### src/rtl/wb_bot_poller.sv
// Wishbone classic master that polls the rojobot update flag, fetches BotInfo,
// acknowledges the interrupt and writes motor control. Optional macro: WB_POLLER_TIMEOUT_EN.
//
// state     | meaning
// ----------+---------------------------------------------------------------
// S_IDLE    | engine stopped, bus quiet
// S_POLL_RD | read UPDT, bit0 says a new BotInfo is ready
// S_GAP     | POLL_GAP idle clocks between polls (also after any bus error)
// S_INFO_RD | read BOTINFO into bot_info
// S_ACK1    | write 1 to INTACK
// S_ACK0    | write 0 to INTACK (slave holds the level, so it must be cleared)
// S_CTRL_WR | write motctl_cmd to BOTCTRL
module wb_bot_poller #(
    parameter logic [31:0] BASE_ADDR = 32'h0000_0000,
    parameter int unsigned POLL_GAP  = 16,
    parameter int unsigned TIMEOUT   = 255
) (
    input  logic        clk,
    input  logic        rstn,
    input  logic        enable,
    input  logic [7:0]  motctl_cmd,
    input  logic        clr_err,
    output logic [31:0] wb_adr_o,
    output logic [31:0] wb_dat_o,
    output logic [3:0]  wb_sel_o,
    output logic        wb_we_o,
    output logic        wb_cyc_o,
    output logic        wb_stb_o,
    output logic [2:0]  wb_cti_o,
    output logic [1:0]  wb_bte_o,
    input  logic [31:0] wb_dat_i,
    input  logic        wb_ack_i,
    input  logic        wb_err_i,
    output logic [31:0] bot_info,
    output logic        info_valid,
    output logic        bus_err,
    output logic        busy
);

    localparam logic [31:0] ADR_BOTINFO = BASE_ADDR + 32'h0000_000C;
    localparam logic [31:0] ADR_BOTCTRL = BASE_ADDR + 32'h0000_0010;
    localparam logic [31:0] ADR_UPDT    = BASE_ADDR + 32'h0000_0014;
    localparam logic [31:0] ADR_INTACK  = BASE_ADDR + 32'h0000_0018;
    localparam logic [15:0] GAP_LOAD    = 16'(POLL_GAP - 1);

    if (POLL_GAP < 1 || POLL_GAP > 65535) begin : g_bad_poll_gap
        $error("wb_bot_poller: POLL_GAP must be 1..65535");
    end
    if (TIMEOUT < 1 || TIMEOUT > 255) begin : g_bad_timeout
        $error("wb_bot_poller: TIMEOUT must be 1..255");
    end

    typedef enum logic [2:0] {
        S_IDLE,
        S_POLL_RD,
        S_GAP,
        S_INFO_RD,
        S_ACK1,
        S_ACK0,
        S_CTRL_WR
    } state_t;

    state_t      state;
    logic [15:0] gap_cnt;
    logic [31:0] tx_adr;
    logic [31:0] tx_dat;
    logic        tx_we;
    logic        tmo_hit;
    logic        xfer_err;

`ifdef WB_POLLER_TIMEOUT_EN
    localparam logic [7:0] TMO_LAST = 8'(TIMEOUT - 1);
    logic [7:0] tmo_cnt;
    assign tmo_hit = (tmo_cnt == TMO_LAST);
`else
    assign tmo_hit = 1'b0;
`endif

    assign wb_cti_o = 3'b000;
    assign wb_bte_o = 2'b00;

    // ack together with err counts as an error
    assign xfer_err = wb_err_i | tmo_hit;

    always_comb begin
        tx_adr = ADR_UPDT;
        tx_dat = 32'h0;
        tx_we  = 1'b0;
        case (state)
            S_INFO_RD: tx_adr = ADR_BOTINFO;
            S_ACK1: begin
                tx_adr = ADR_INTACK;
                tx_dat = 32'h1;
                tx_we  = 1'b1;
            end
            S_ACK0: begin
                tx_adr = ADR_INTACK;
                tx_we  = 1'b1;
            end
            S_CTRL_WR: begin
                tx_adr = ADR_BOTCTRL;
                tx_dat = {24'h0, motctl_cmd};
                tx_we  = 1'b1;
            end
            default: ;
        endcase
    end

    always_ff @(posedge clk or negedge rstn) begin
        if (!rstn) begin
            state      <= S_IDLE;
            gap_cnt    <= '0;
            wb_adr_o   <= '0;
            wb_dat_o   <= '0;
            wb_sel_o   <= '0;
            wb_we_o    <= 1'b0;
            wb_cyc_o   <= 1'b0;
            wb_stb_o   <= 1'b0;
            bot_info   <= '0;
            info_valid <= 1'b0;
            bus_err    <= 1'b0;
            busy       <= 1'b0;
`ifdef WB_POLLER_TIMEOUT_EN
            tmo_cnt    <= '0;
`endif
        end else begin
            info_valid <= 1'b0;
            // a new error later in this block overrides the clear
            if (clr_err) bus_err <= 1'b0;
            case (state)
                S_IDLE: begin
                    if (enable) begin
                        state <= S_POLL_RD;
                        busy  <= 1'b1;
                    end
                end
                S_GAP: begin
                    if (gap_cnt == '0) begin
                        state <= enable ? S_POLL_RD : S_IDLE;
                        busy  <= enable;
                    end else begin
                        gap_cnt <= gap_cnt - 16'd1;
                    end
                end
                default: begin
                    // bus states: entered with cyc=0, which gives the idle cycle between transfers
                    if (!wb_cyc_o) begin
                        wb_cyc_o <= 1'b1;
                        wb_stb_o <= 1'b1;
                        wb_sel_o <= 4'hF;
                        wb_adr_o <= tx_adr;
                        wb_dat_o <= tx_dat;
                        wb_we_o  <= tx_we;
`ifdef WB_POLLER_TIMEOUT_EN
                        tmo_cnt  <= '0;
`endif
                    end else if (xfer_err || wb_ack_i) begin
                        wb_cyc_o <= 1'b0;
                        wb_stb_o <= 1'b0;
                        wb_sel_o <= '0;
                        wb_we_o  <= 1'b0;
                        wb_adr_o <= '0;
                        wb_dat_o <= '0;
                        if (xfer_err) begin
                            bus_err <= 1'b1;
                            state   <= S_GAP;
                            gap_cnt <= GAP_LOAD;
                        end else begin
                            case (state)
                                S_POLL_RD: begin
                                    if (wb_dat_i[0]) begin
                                        state <= S_INFO_RD;
                                    end else begin
                                        state   <= S_GAP;
                                        gap_cnt <= GAP_LOAD;
                                    end
                                end
                                S_INFO_RD: begin
                                    bot_info   <= wb_dat_i;
                                    info_valid <= 1'b1;
                                    state      <= S_ACK1;
                                end
                                S_ACK1:  state <= S_ACK0;
                                S_ACK0:  state <= S_CTRL_WR;
                                default: begin
                                    state   <= S_GAP;
                                    gap_cnt <= GAP_LOAD;
                                end
                            endcase
                        end
                    end else begin
`ifdef WB_POLLER_TIMEOUT_EN
                        tmo_cnt <= tmo_cnt + 8'd1;
`endif
                    end
                end
            endcase
        end
    end

endmodule

### config.mk
export PLATFORM = sky130hd
export DESIGN_NAME = wb_bot_poller
export DESIGN_NICKNAME = d
export VERILOG_FILES = /design/src/rtl/wb_bot_poller.sv
export SDC_FILE = /design/constraint.sdc
export NUM_CORES = 1
export LEC_CHECK = 0
export BUFFER_PORTS_ARGS = -buffer_cell sky130_fd_sc_hd__buf_2
export CORE_AREA = 3 3 86 88
export CTS_BUF_LIST = sky130_fd_sc_hd__clkbuf_2
export DETAILED_ROUTE_END_ITERATION = 8
export DIE_AREA = 0 0 89 91
export PLACE_DENSITY = 0.82
export SLEW_MARGIN = 30
export SYNTH_ARGS = -nofsm -noshare
export SYNTH_HDL_FRONTEND = slang
export SYNTH_SLANG_ARGS = --single-unit
### constraint.sdc
create_clock -name clk -period 3.3 [get_ports clk]
set_input_delay 0.33 -clock clk [delete_from_list [all_inputs] [get_ports clk]]
set_output_delay 0.33 -clock clk [all_outputs]
set_load 0.02 [all_outputs]
### Word-level counts from Yosys, hierarchy flattened

Index checks and enable logic that the tools add are counted.

| cells by class | value |
|---|---|
| $add $sub $neg | 1 |
| eq/ne operators | 12 |
| muxes and demuxes | 42 |
| bitwise operators | 3 |
| reduce and logical (&&, ||, !) cells | 17 |

Operators with widths:

| kind | count |
|---|---|
| $mux W32 | 3 |
| $mux W16 | 5 |
| $pmux W16 S2 | 2 |
| $mux W1 | 20 |
| $logic_not A16 Y1 | 1 |
| $pmux W8 S2 | 1 |
| $sub A16 B1 Y16 const B | 1 |
| $mux W3 | 5 |
| $pmux W5 S3 | 1 |
| $pmux W3 S4 | 1 |
| $eq A3 B3 Y1 const B | 3 |
| $mux W4 | 2 |
| $eq A3 B2 Y1 const B | 2 |
| $ne A2 B2 Y1 const B | 3 |
| $pmux W3 S2 | 1 |
| $reduce_and A6 Y1 | 1 |
| $reduce_bool A2 Y1 | 3 |
| $reduce_bool A3 Y1 | 2 |
| $reduce_or A3 Y1 | 2 |
| $reduce_and A5 Y1 | 1 |
| $ne A4 B3 Y1 const B | 1 |
| $reduce_and A4 Y1 | 1 |
| $reduce_or A2 Y1 | 2 |
| $eq A3 B1 Y1 const B | 1 |
| other kinds (8) | 10 |

| word-level totals | value |
|---|---|
| flip-flop bits (word level) | 125 |
| input port bits | 46 |
| output and inout port bits | 111 |
| word-level logic and storage cells | 87 |

### Longest topological paths before layout

Gate-level depths: netlist of run 1.

| depth | value |
|---|---|
| depth in word-level cells | 7 |
| gate-level depth with buffers | 8 |

### Worst setup path after synthesis of run 1

OpenSTA, ideal clock, no wires.

| timing path | value |
|---|---|
| kind | register to register |
| from | register gap_cnt[0] |
| to | register gap_cnt[14] |
| setup time | 0.119 ns |
| arrival | 1.826 ns |
| required time | 3.181 ns |
| path slack | 1.356 ns |
| stages on the path, launching flop included | 8 |
| buffers on the path | 0 |
| clock period less this slack | 1.944 ns |
| path through | dfrtp_1 inv_1 ha_1 or3b_2 a2111oi_4 nand3_2 xor2_1 nor2_2 |

| between the ends | value |
|---|---|
| longest elaborated chain between the ends | 3 |
| elaborated cells between the ends (all ways) | 6 |
| those cells by class | 1 x add/sub; 1 x eq/ne; 2 x mux; 2 x reduce/logical |

Ends and longest elaborated chain:

| item | line | RTL |
|---|---|---|
| from (decl) | 64 | `logic [15:0] gap_cnt;` |
| from (signal assigned) | 142 | `gap_cnt <= gap_cnt - 16'd1;` |
| $sub A16 B1 Y16 / $logic_not A16 Y1 (equally long branches) | 142, 138 |  |
| $mux W16 / $ne A2 B2 Y1 (equally long branches) | -- |  |
| $pmux W16 S2 / $reduce_and A6 Y1 (equally long branches) | -- |  |

Parallel ways exist; a longest one is shown, timed or not. The select of a mux whose other input is x is not followed.
A chain may end at the register's enable or synchronous reset.

### Worst setup path in the final report of run 1

Same ends and word-level chain as after synthesis.

==> impl_metrics.ini, run 1 <==
[run_status]
outcome = finished clean

[synthesis]
avgSynthCellArea_um2 = 11.29
synth_edf_count = 0
synth_area_um2 = 3422
ys_seq_area_share_pct = 49.73
synth.top_cell.area_share_pct = 49.73
synth_area_leaders = dfrtp_1 50%, buf_4 14%, mux2_2 11%, a22o_1 2.3%, nor2_1 1.9%
yosys_warnings = 0
synthArstFlopShare_pct = 100.0
synthCells = 303
synth_top_cells_by_count = 68 x dfrtp_1, 66 x buf_4, 33 x mux2_2
synth.most_common_cell = dfrtp_1
yosysUniqueCellTypes = 42
yosys.area.top_type = dfrtp_1
ys_ff_latch = 68
synth_ff_type = dfrtp_1

[floorplan]
dieArea_um2 = 8099
die_y_um = 91
fp.dieW_um = 89
io_pins = 157
num_rows = 30
coreArea_um2 = 6719
start_util_pct = 50.93

[timing]
worst_slew_pin_slew_ps = 645.9
setup_viol = 0
min_period_over_period_pct = 64.78
fin_crit_ps = 2138
tns_ps = 0
timing.fmax_mhz = 467.8
finClkSkew_ps = 27.02
slew_viol_final = 0
whs_ps = 52.37
max-slew-margin-rel_pct = 56.94
rsz0062_at_grt = no
hold_violations = 0

[routing]
wirelength_um = 7037
num_vias = 2496
remaining_drc_errors = 0
wl_per_cell_um = 13.91
drt_iter0_drc = 54
drtPass1Iterations = 4
drtAntennaViolNets = 0
viasPerCell = 4.933

[critical_path]
worstPathRequired_ps = 3680
path_depth = 7
cp_top_family = simple AND/OR/NAND/NOR gates
cp_cell_sequence = inv_1, ha_1, or3b_2, a2111oi_4, nand3_2, xor2_1, nor2_2
worst-r2r-cell-count = 7
critical-path-slowest-cell = or3b_2
crit_buf_inv = 1
slowest_delay_ps = 520
crit_type = reg2reg
crit_path_start_kind = flip-flop
critPathMaxFanout = 6
end_kind = flip-flop
crit_arrival_ps = 2520

[pwr]
ir_drop_mv = 0.3795
power_w = 0.003270
pwr_density_cell_nw_per_um2 = 809.9
power_leakage_nw = 2.029

[clocking]
insertion_delay_ps = 510
clk_pin_slew_ps = 180
ctsHtreeMaxLevel = 3
cts_resized = 0
cts_max_path_buffers = 2
cts_buffers = 9
cts_root_buffer = clkbuf_2
clock-sinks = 68
cts_tree = done

[placed_design]
io_buffer_count = 98
placed_cells = 468
place.gp.congestion = 0.8530
dp_hpwl_um = 4951

[cells_and_area]
fin_util_pct = 60.09
nets = 467
multi_input_area_um2 = 1375
drive_gt1_share_pct = 37.65
final-seq-area_um2 = 1702
area_delta_synth_final_pct = 17.99
nFillCells = 554
final_cells = 506

[global_route]
grt_usage_pct = 17.62
grt_pass1_vias = 2415
globalRouteMet3Util_pct = 5.626
grt_start_max_net_pins = 34
antenna_found_initial = 1
grt_overflow = 0
grt_use_met2_pct = 29.76
grt.busiest_layer = met2
grt_pass1_wl_um = 11140
met1_usage_pct = 20.41

[flow_run]
drv_cap = 0

[worst_hold_path]
min_delay_path_depth = 2
hp-class = in2reg
-- sequential cells by signal, summed over array words and instances, names as in the netlist --
name        cells
info_valid      1
bus_err         1
busy            1
wb_cyc_o        1
gap_cnt        16
wb_sel_o        1
wb_we_o         1
wb_adr_o        3
bot_info       32
wb_dat_o        8
state           3
-- cells by family after synthesis --
logic type	synth area share (%)
AND/OR/NAND/NOR	11.26
adder cells (fa/ha/maj)	0.3656
multiplexers	10.86
buffers and inverters	16.34
other	0.1096
XOR/XNOR	2.815
flip-flops	49.73
AO/OA/AOI/OAI	8.519
-- where the power goes --
part / total [W] / internal (W) / switching (W) / leakage [nW]
sequential: 0.00135 / 0.00113 / 0.000220 / 0.855
combinational: 0.00146 / 0.000569 / 0.000896 / 1.11
clock: 0.000460 / 0.000171 / 0.000289 / 0.0668
-- area by class of cell --
type                            instances  share of cell area, %
Antenna cell                            1                0.06198
Multi-Input combinational cell        212                  34.06
Clock inverter                          6                  1.363
Inverter                                6                 0.5578
Clock buffer                           10                  1.240
Tap cell                               80                  2.479
Timing Repair Buffer                  123                  18.10
Sequential cell                        68                  42.14
-- metal layers --
metal | vias up | wire length (µm)
met3 | 11 | 590
met2 | 121 | 3638
met5 | - | 0
met1 | 1196 | 2648
met4 | 0 | 161
li1 | 1168 | -
-- layout by cell type (no fill, tap or decap), drive strengths merged, types with 9 or more instances in the layout --
master and n:
buf 102, nor2 21, nor3 9, clkbuf 10, a22o 9, dfrtp 68, o21ai 12, nand2 13
dlygate4sd3 21, conb 58, mux2 33
-- metrics by stage --
stage	instance area, µm²	setup slack [ps]
global route	4038	976.9
global placement	3720	1248
CTS	3895	1158
detailed placement	3720	1197
floorplan	3636	1356
finish	4038	1162
-- worst paths after layout --
check | from | endpoint | slack [ps]
min | motctl_cmd[5] | wb_dat_o[5] | 50
max | gap_cnt[0] | gap_cnt[14] | 1160
min in group asynchronous | rstn | bot_info[11] | 360
max in group asynchronous | rstn | gap_cnt[15] | 1900
min reg2reg | wb_dat_o[0] | wb_dat_o[0] | 510
max reg2reg | gap_cnt[0] | gap_cnt[14] | 1160
-- repair_timing --
| action | in CTS | in global routing |
|---|---|---|
| endpoints found under the setup margin | 0 | 0 |
| setup buffers | 0 | 0 |
| hold buffers | 7 | 14 |
| endpoints found under the hold margin | 35 | 14 |
(Power assumes the default switching activity.)
==> run 2: changes to the inputs <==
--- a/config.mk
+++ b/config.mk
@@ -6,11 +6,11 @@
 export NUM_CORES = 1
 export LEC_CHECK = 0
 export BUFFER_PORTS_ARGS = -buffer_cell sky130_fd_sc_hd__buf_2
-export CORE_AREA = 3 3 86 88
+export CORE_AREA = 3 3 93 95
 export CTS_BUF_LIST = sky130_fd_sc_hd__clkbuf_2
 export DETAILED_ROUTE_END_ITERATION = 8
-export DIE_AREA = 0 0 89 91
-export PLACE_DENSITY = 0.82
+export DIE_AREA = 0 0 96 98
+export PLACE_DENSITY = 0.74
 export SLEW_MARGIN = 30
 export SYNTH_ARGS = -nofsm -noshare
 export SYNTH_HDL_FRONTEND = slang
==> constraint.sdc (replaced) <==
create_clock -name clk -period 1.7 [get_ports clk]
set_input_delay 0.17 -clock clk [delete_from_list [all_inputs] [get_ports clk]]
set_output_delay 0.17 -clock clk [all_outputs]
set_load 0.02 [all_outputs]
==> run 2 against run 1 <==
The run now ends with negative setup slack left. Via count grew 17%. Worst hold slack lost 15 ps. Sequential share of layout area down 9.8 points. Routed wire length is 40% higher. Fmax rose by 9.2%. Largest power group unchanged.
==> impl_metrics.ini, run 2 (same netlist as run 1, synthesis figures left out) <==
[run_status]
outcome = finished with violations
failed_checks = negative setup slack

[floorplan]
coreArea_um2 = 7807
io_pins = 157
fp.dieW_um = 96
dieArea_um2 = 9408
num_rows = 32
die_y_um = 98
start_util_pct = 43.83

[worst_hold_path]
min_delay_path_depth = 3
hp-class = in2reg
hp-start = wb_err_i
min_to = state[2]

[cells_and_area]
final_cell_mix = 98 x buf_2, 65 x dfrtp_1, 58 x conb_1
area_delta_synth_final_pct = 54.11
layout_commonest_cell = buf_2
largest_reg_flops = 32
reg_top3 = bot_info x32, gap_cnt x16, wb_dat_o x8
regMostFlops = bot_info
nets = 551
final_cells = 611
drive_gt1_share_pct = 49.31
fin_area_um2 = 5274
diodes = 0

[placed_design]
place_area_um2 = 4114
dp_hpwl_um = 5237
place.gp.congestion = 0.8433
placed_cells = 528
io_buffer_count = 98

[timing]
finClkSkew_ps = 27.93
rsz0062_at_grt = yes
fin_crit_ps = 1958
setup_slack_ps = -258.2
min_period_over_period_pct = 115.2
slew_viol_final = 0
timing.fmax_mhz = 510.7
whs_ps = 37.41
setup_viol = 51
hold_violations = 0

[routing]
wirelength_um = 9886
remaining_drc_errors = 0
drt_iter0_drc = 98
num_vias = 2923
wl_per_cell_um = 16.18
drtPass1Iterations = 4
viasPerCell = 4.784
drtAntennaViolNets = 0

[pwr]
pwr_density_cell_nw_per_um2 = 1548
power_leakage_nw = 2.638
ir_drop_mv = 0.8574

[critical_path]
crit_path_start_kind = flip-flop
crit_start = gap_cnt[1]
slowest_delay_ps = 400
crit_arrival_ps = 2360
worst_path_most_repeated_cell = buf_6
critical-path-slowest-cell = dfrtp_1
worst-r2r-cell-count = 10
r2r_start = gap_cnt[1]
crit_buf_inv = 4
cp_top_family = simple AND/OR/NAND/NOR gates
rrSetupSlack_ps = -260
end_kind = flip-flop
r2r_end = gap_cnt[15]
crit_type = reg2reg
critPathMaxFanout = 6
worstPathRequired_ps = 2110
cp_cell_sequence = inv_1, ha_2, buf_4, buf_6, nor3b_4, and4_4, buf_6, nor4b_4, xnor2_1, nor2_1

[clocking]
insertion_delay_ps = 520
clk_pin_slew_ps = 180
cts_tree = done
cts_max_path_buffers = 2
cts_root_buffer = clkbuf_2
cts_buffers = 9
ctsHtreeMaxLevel = 3
clock-sinks = 68

[global_route]
antenna_found_initial = 0
grt_pass1_vias = 3022
grt_overflow = 0
grt_pass1_wl_um = 14740
grt_start_max_net_pins = 69
grt_usage_pct = 20.01

[flow_run]
drv_cap = 0
==> run 2: cell count changes in the layout (fill, tap and decap cells not counted), sizes merged <==
cell,change
clkinv,-2
diode,-1
dlygate4sd3,+23
inv,+1
bufinv,+2
buf,+60
==> run 2: cell type report <==
cell class | instances | area, µm²
fill | 520 | 2534
clock buffer | 9 | 45.04
multi-input combinational | 212 | 1730
timing repair buffer | 207 | 1529
sequential | 68 | 1705
inverter | 6 | 22.52
tap | 102 | 127.6
clock inverter | 7 | 113.9
==> run 2: worst max path at each step <==
stage	end	slack, ps	cells after the start
final	gap_cnt[15]	-260	10
after global routing	gap_cnt[15]	-330	10
after CTS	gap_cnt[8]	-160	7
after detailed placement	gap_cnt[10]	-220	7
after global placement	gap_cnt[12]	-150	7
after floorplan	gap_cnt[12]	-170	7
==> run 2: what timing repair did <==
| item | 4_1_cts | 5_1_grt |
|---|---|---|
| cloned | 3 | 1 |
| gates resized for setup | 56 | 33 |
| hold endpoints to repair | 111 | 0 |
| endpoints found under the setup margin | 49 | 61 |
| setup buffers | 17 | 6 |
| pin swaps | 16 | 22 |
| hold buffers | 44 | 0 |
==> run 2: report_power, final <==
part	internal, W	total (W)	switching (W)
logic	0.00204	0.00434	0.00231
clock network	0.000629	0.00123	0.000598
registers	0.00220	0.00260	0.000399
total	0.00486	0.00817	0.00330
==> run 2: layer usage <==
metal / wire length (µm) / global-route usage (%) / vias up
li1: - / - / 1338
met1: 3837 / 23.72 / 1414
met2: 5101 / 34.63 / 143
met3: 700 / 4.468 / 28
met4: 247 / 7.768 / 0
met5: 0 / 0 / -
==> run 2: tightest hold or removal path, delay by kind of cell <==
family / cells / cell delay (ps)
buf+inv: 2 / 260
compound gates: 1 / 90
==> run 2: stage by stage <==
step	setup TNS (ps)	power, W	util (%)	setup slack (ps)
after floorplan	-570.0	0.004816	-	-169.9
after global placement	-1771	0.005766	52.69	-154.5
after detailed placement	-2672	0.005844	52.69	-218.0
after CTS	-3120	0.007791	65.82	-161.0
after global routing	-7994	0.008622	67.55	-329.5
final	-5618	0.008165	67.55	-258.2
==> run 3: changes to the inputs <==
--- a/config.mk
+++ b/config.mk
@@ -5,12 +5,16 @@
 export SDC_FILE = /design/constraint.sdc
 export NUM_CORES = 1
 export LEC_CHECK = 0
+export ABC_CLOCK_PERIOD_IN_PS = 1700
 export BUFFER_PORTS_ARGS = -buffer_cell sky130_fd_sc_hd__buf_2
-export CORE_AREA = 3 3 93 95
+export CELL_PAD_IN_SITES_DETAIL_PLACEMENT = 0
+export CELL_PAD_IN_SITES_GLOBAL_PLACEMENT = 1
+export CORE_AREA = 3 3 106 108
 export CTS_BUF_LIST = sky130_fd_sc_hd__clkbuf_2
 export DETAILED_ROUTE_END_ITERATION = 8
-export DIE_AREA = 0 0 96 98
-export PLACE_DENSITY = 0.74
+export DIE_AREA = 0 0 109 111
+export PLACE_DENSITY = 0.75
+export SKIP_LAST_GASP = 1
 export SLEW_MARGIN = 30
 export SYNTH_ARGS = -nofsm -noshare
 export SYNTH_HDL_FRONTEND = slang
==> run 3 against run 2 <==
The flow still finishes with violations (negative setup slack). Non-clock buffer count increased by 17. Sequential power about the same. Utilization decreased by 15 points. Via count increased by 1.4%. Combinational power increased by 4%. Cell count increased by 8.3%. Sequential cell count unchanged.
==> impl_metrics.ini, run 3 (same netlist as run 1, synthesis figures left out) <==
[run_status]
outcome = finished with violations
failed_checks = negative setup slack

[routing]
drt_iter0_drc = 197
wl_per_cell_um = 15.12
wirelength_um = 10010
remaining_drc_errors = 0
drtAntennaViolNets = 0
drtPass1Iterations = 4
num_vias = 2965
viasPerCell = 4.479

[cells_and_area]
final_cell_mix = 98 x buf_2, 64 x dfrtp_1, 64 x buf_4
nets = 568
fin_area_um2 = 5451
reg_top3 = bot_info x32, gap_cnt x16, wb_dat_o x8
fin_util_pct = 52.81
nFillCells = 850
drive_gt1_share_pct = 51.33
final_cells = 662
diodes = 0
layout_commonest_cell = buf_2
area_delta_synth_final_pct = 59.31
largest_reg_flops = 32
regMostFlops = bot_info

[timing]
setup_viol = 48
rsz0062_at_grt = yes
setup_slack_ps = -226.4
timing.fmax_mhz = 519.1
fin_crit_ps = 1926
tns_ps = -6237
min_period_over_period_pct = 113.3
slew_viol_final = 0
finClkSkew_ps = 45.27
hold_violations = 0

[global_route]
grt_start_max_net_pins = 23
grt_pass1_vias = 2804
grt_pass1_wl_um = 14150
antenna_found_initial = 0
grt_usage_pct = 14.68
grt_overflow = 0

[critical_path]
crit_path_start_kind = flip-flop
end_kind = flip-flop
worstPathRequired_ps = 2090
worst-r2r-cell-count = 6
critPathMaxFanout = 5
rrSetupSlack_ps = -230
r2r_end = bot_info[1]
r2r_start = state[0]
crit_type = reg2reg
cp_cell_sequence = nand2_1, or3_4, nor2_4, buf_4, clkbuf_16, mux2_4
slowest_delay_ps = 440
critical-path-slowest-cell = dfrtp_1
crit_arrival_ps = 2310

[clocking]
cts_root_buffer = clkbuf_2
clk_pin_slew_ps = 230
cts_tree = done
ctsHtreeMaxLevel = 3
insertion_delay_ps = 520
cts_max_path_buffers = 2
cts_buffers = 9
clock-sinks = 68

[pwr]
pwr_density_cell_nw_per_um2 = 1500
ir_drop_mv = 0.6979
power_w = 0.008175
power_leakage_nw = 2.715

[floorplan]
fp.dieW_um = 109
die_y_um = 111
io_pins = 157
dieArea_um2 = 12100
num_rows = 37
coreArea_um2 = 10320
start_util_pct = 33.15

[placed_design]
dp_hpwl_um = 5770
io_buffer_count = 98
place_area_um2 = 4172
place.gp.congestion = 0.7839
placed_cells = 564

[worst_hold_path]
hp-class = in2async

[flow_run]
drv_cap = 0
-- run 3: area by class of cell --
cell class,instances,area [µm²],share of cell area (%)
clock buffers,10,50.05,0.9181
well taps,136,170.2,3.121
repair buffers,224,1679,30.80
flip-flops and latches,68,1707,31.31
inverters,6,22.52,0.4131
clock inverters,6,88.84,1.630
multi-input cells,212,1734,31.81
-- run 3: worst max path at each step --
stage,from,endpoint,slack [ps],cells after the start
after floorplan,gap_cnt[0],gap_cnt[12],-170,7
after global placement,gap_cnt[1],gap_cnt[12],-170,7
after detailed placement,gap_cnt[1],gap_cnt[12],-220,7
after CTS,gap_cnt[0],gap_cnt[8],-160,7
after global routing,state[1],gap_cnt[11],-330,7
final,state[0],bot_info[1],-230,6
-- run 3: critical path: cells and delay by family (launching register included) --
family,cells,cell delay [ps]
simple gates,3,750
flops,1,440
buf+inv,2,310
mux,1,290
-- run 3: routing by layer --
| metal | vias to the layer above | wire length [µm] | GRT usage [%] |
|---|---|---|---|
| li1 | 1371 | - | - |
| met1 | 1447 | 4092 | 17.76 |
| met2 | 129 | 5110 | 24.73 |
| met3 | 18 | 631 | 4.601 |
| met4 | 0 | 174 | 4.293 |
| met5 | - | 0 | 0 |
-- run 3: through the flow --
step	hold slack [ps]	setup WS (ps)
after floorplan	-125.6	-169.9
after global placement	153.5	-170.6
after detailed placement	155.1	-223.1
after CTS	82.31	-162.9
after global routing	77.61	-334.8
final	117.0	-226.4
-- run 3: repair_timing --
action                                  in CTS  in global routing
pin swaps                                   17                 22
resized for setup                           36                 51
hold buffers                                45                  0
endpoints found under the setup margin      50                 57
buffers inserted                            22                 15
hold endpoints to repair                    96                  0
cloned                                       2                  2
-- run 3: power breakdown --
part	total (W)	switching (W)	internal [W]	leakage (nW)
registers	0.00257	0.000374	0.00219	0.851
clock network	0.00109	0.000599	0.000494	0.0785
logic	0.00451	0.00232	0.00219	1.79
total	0.00818	0.00329	0.00488	2.72
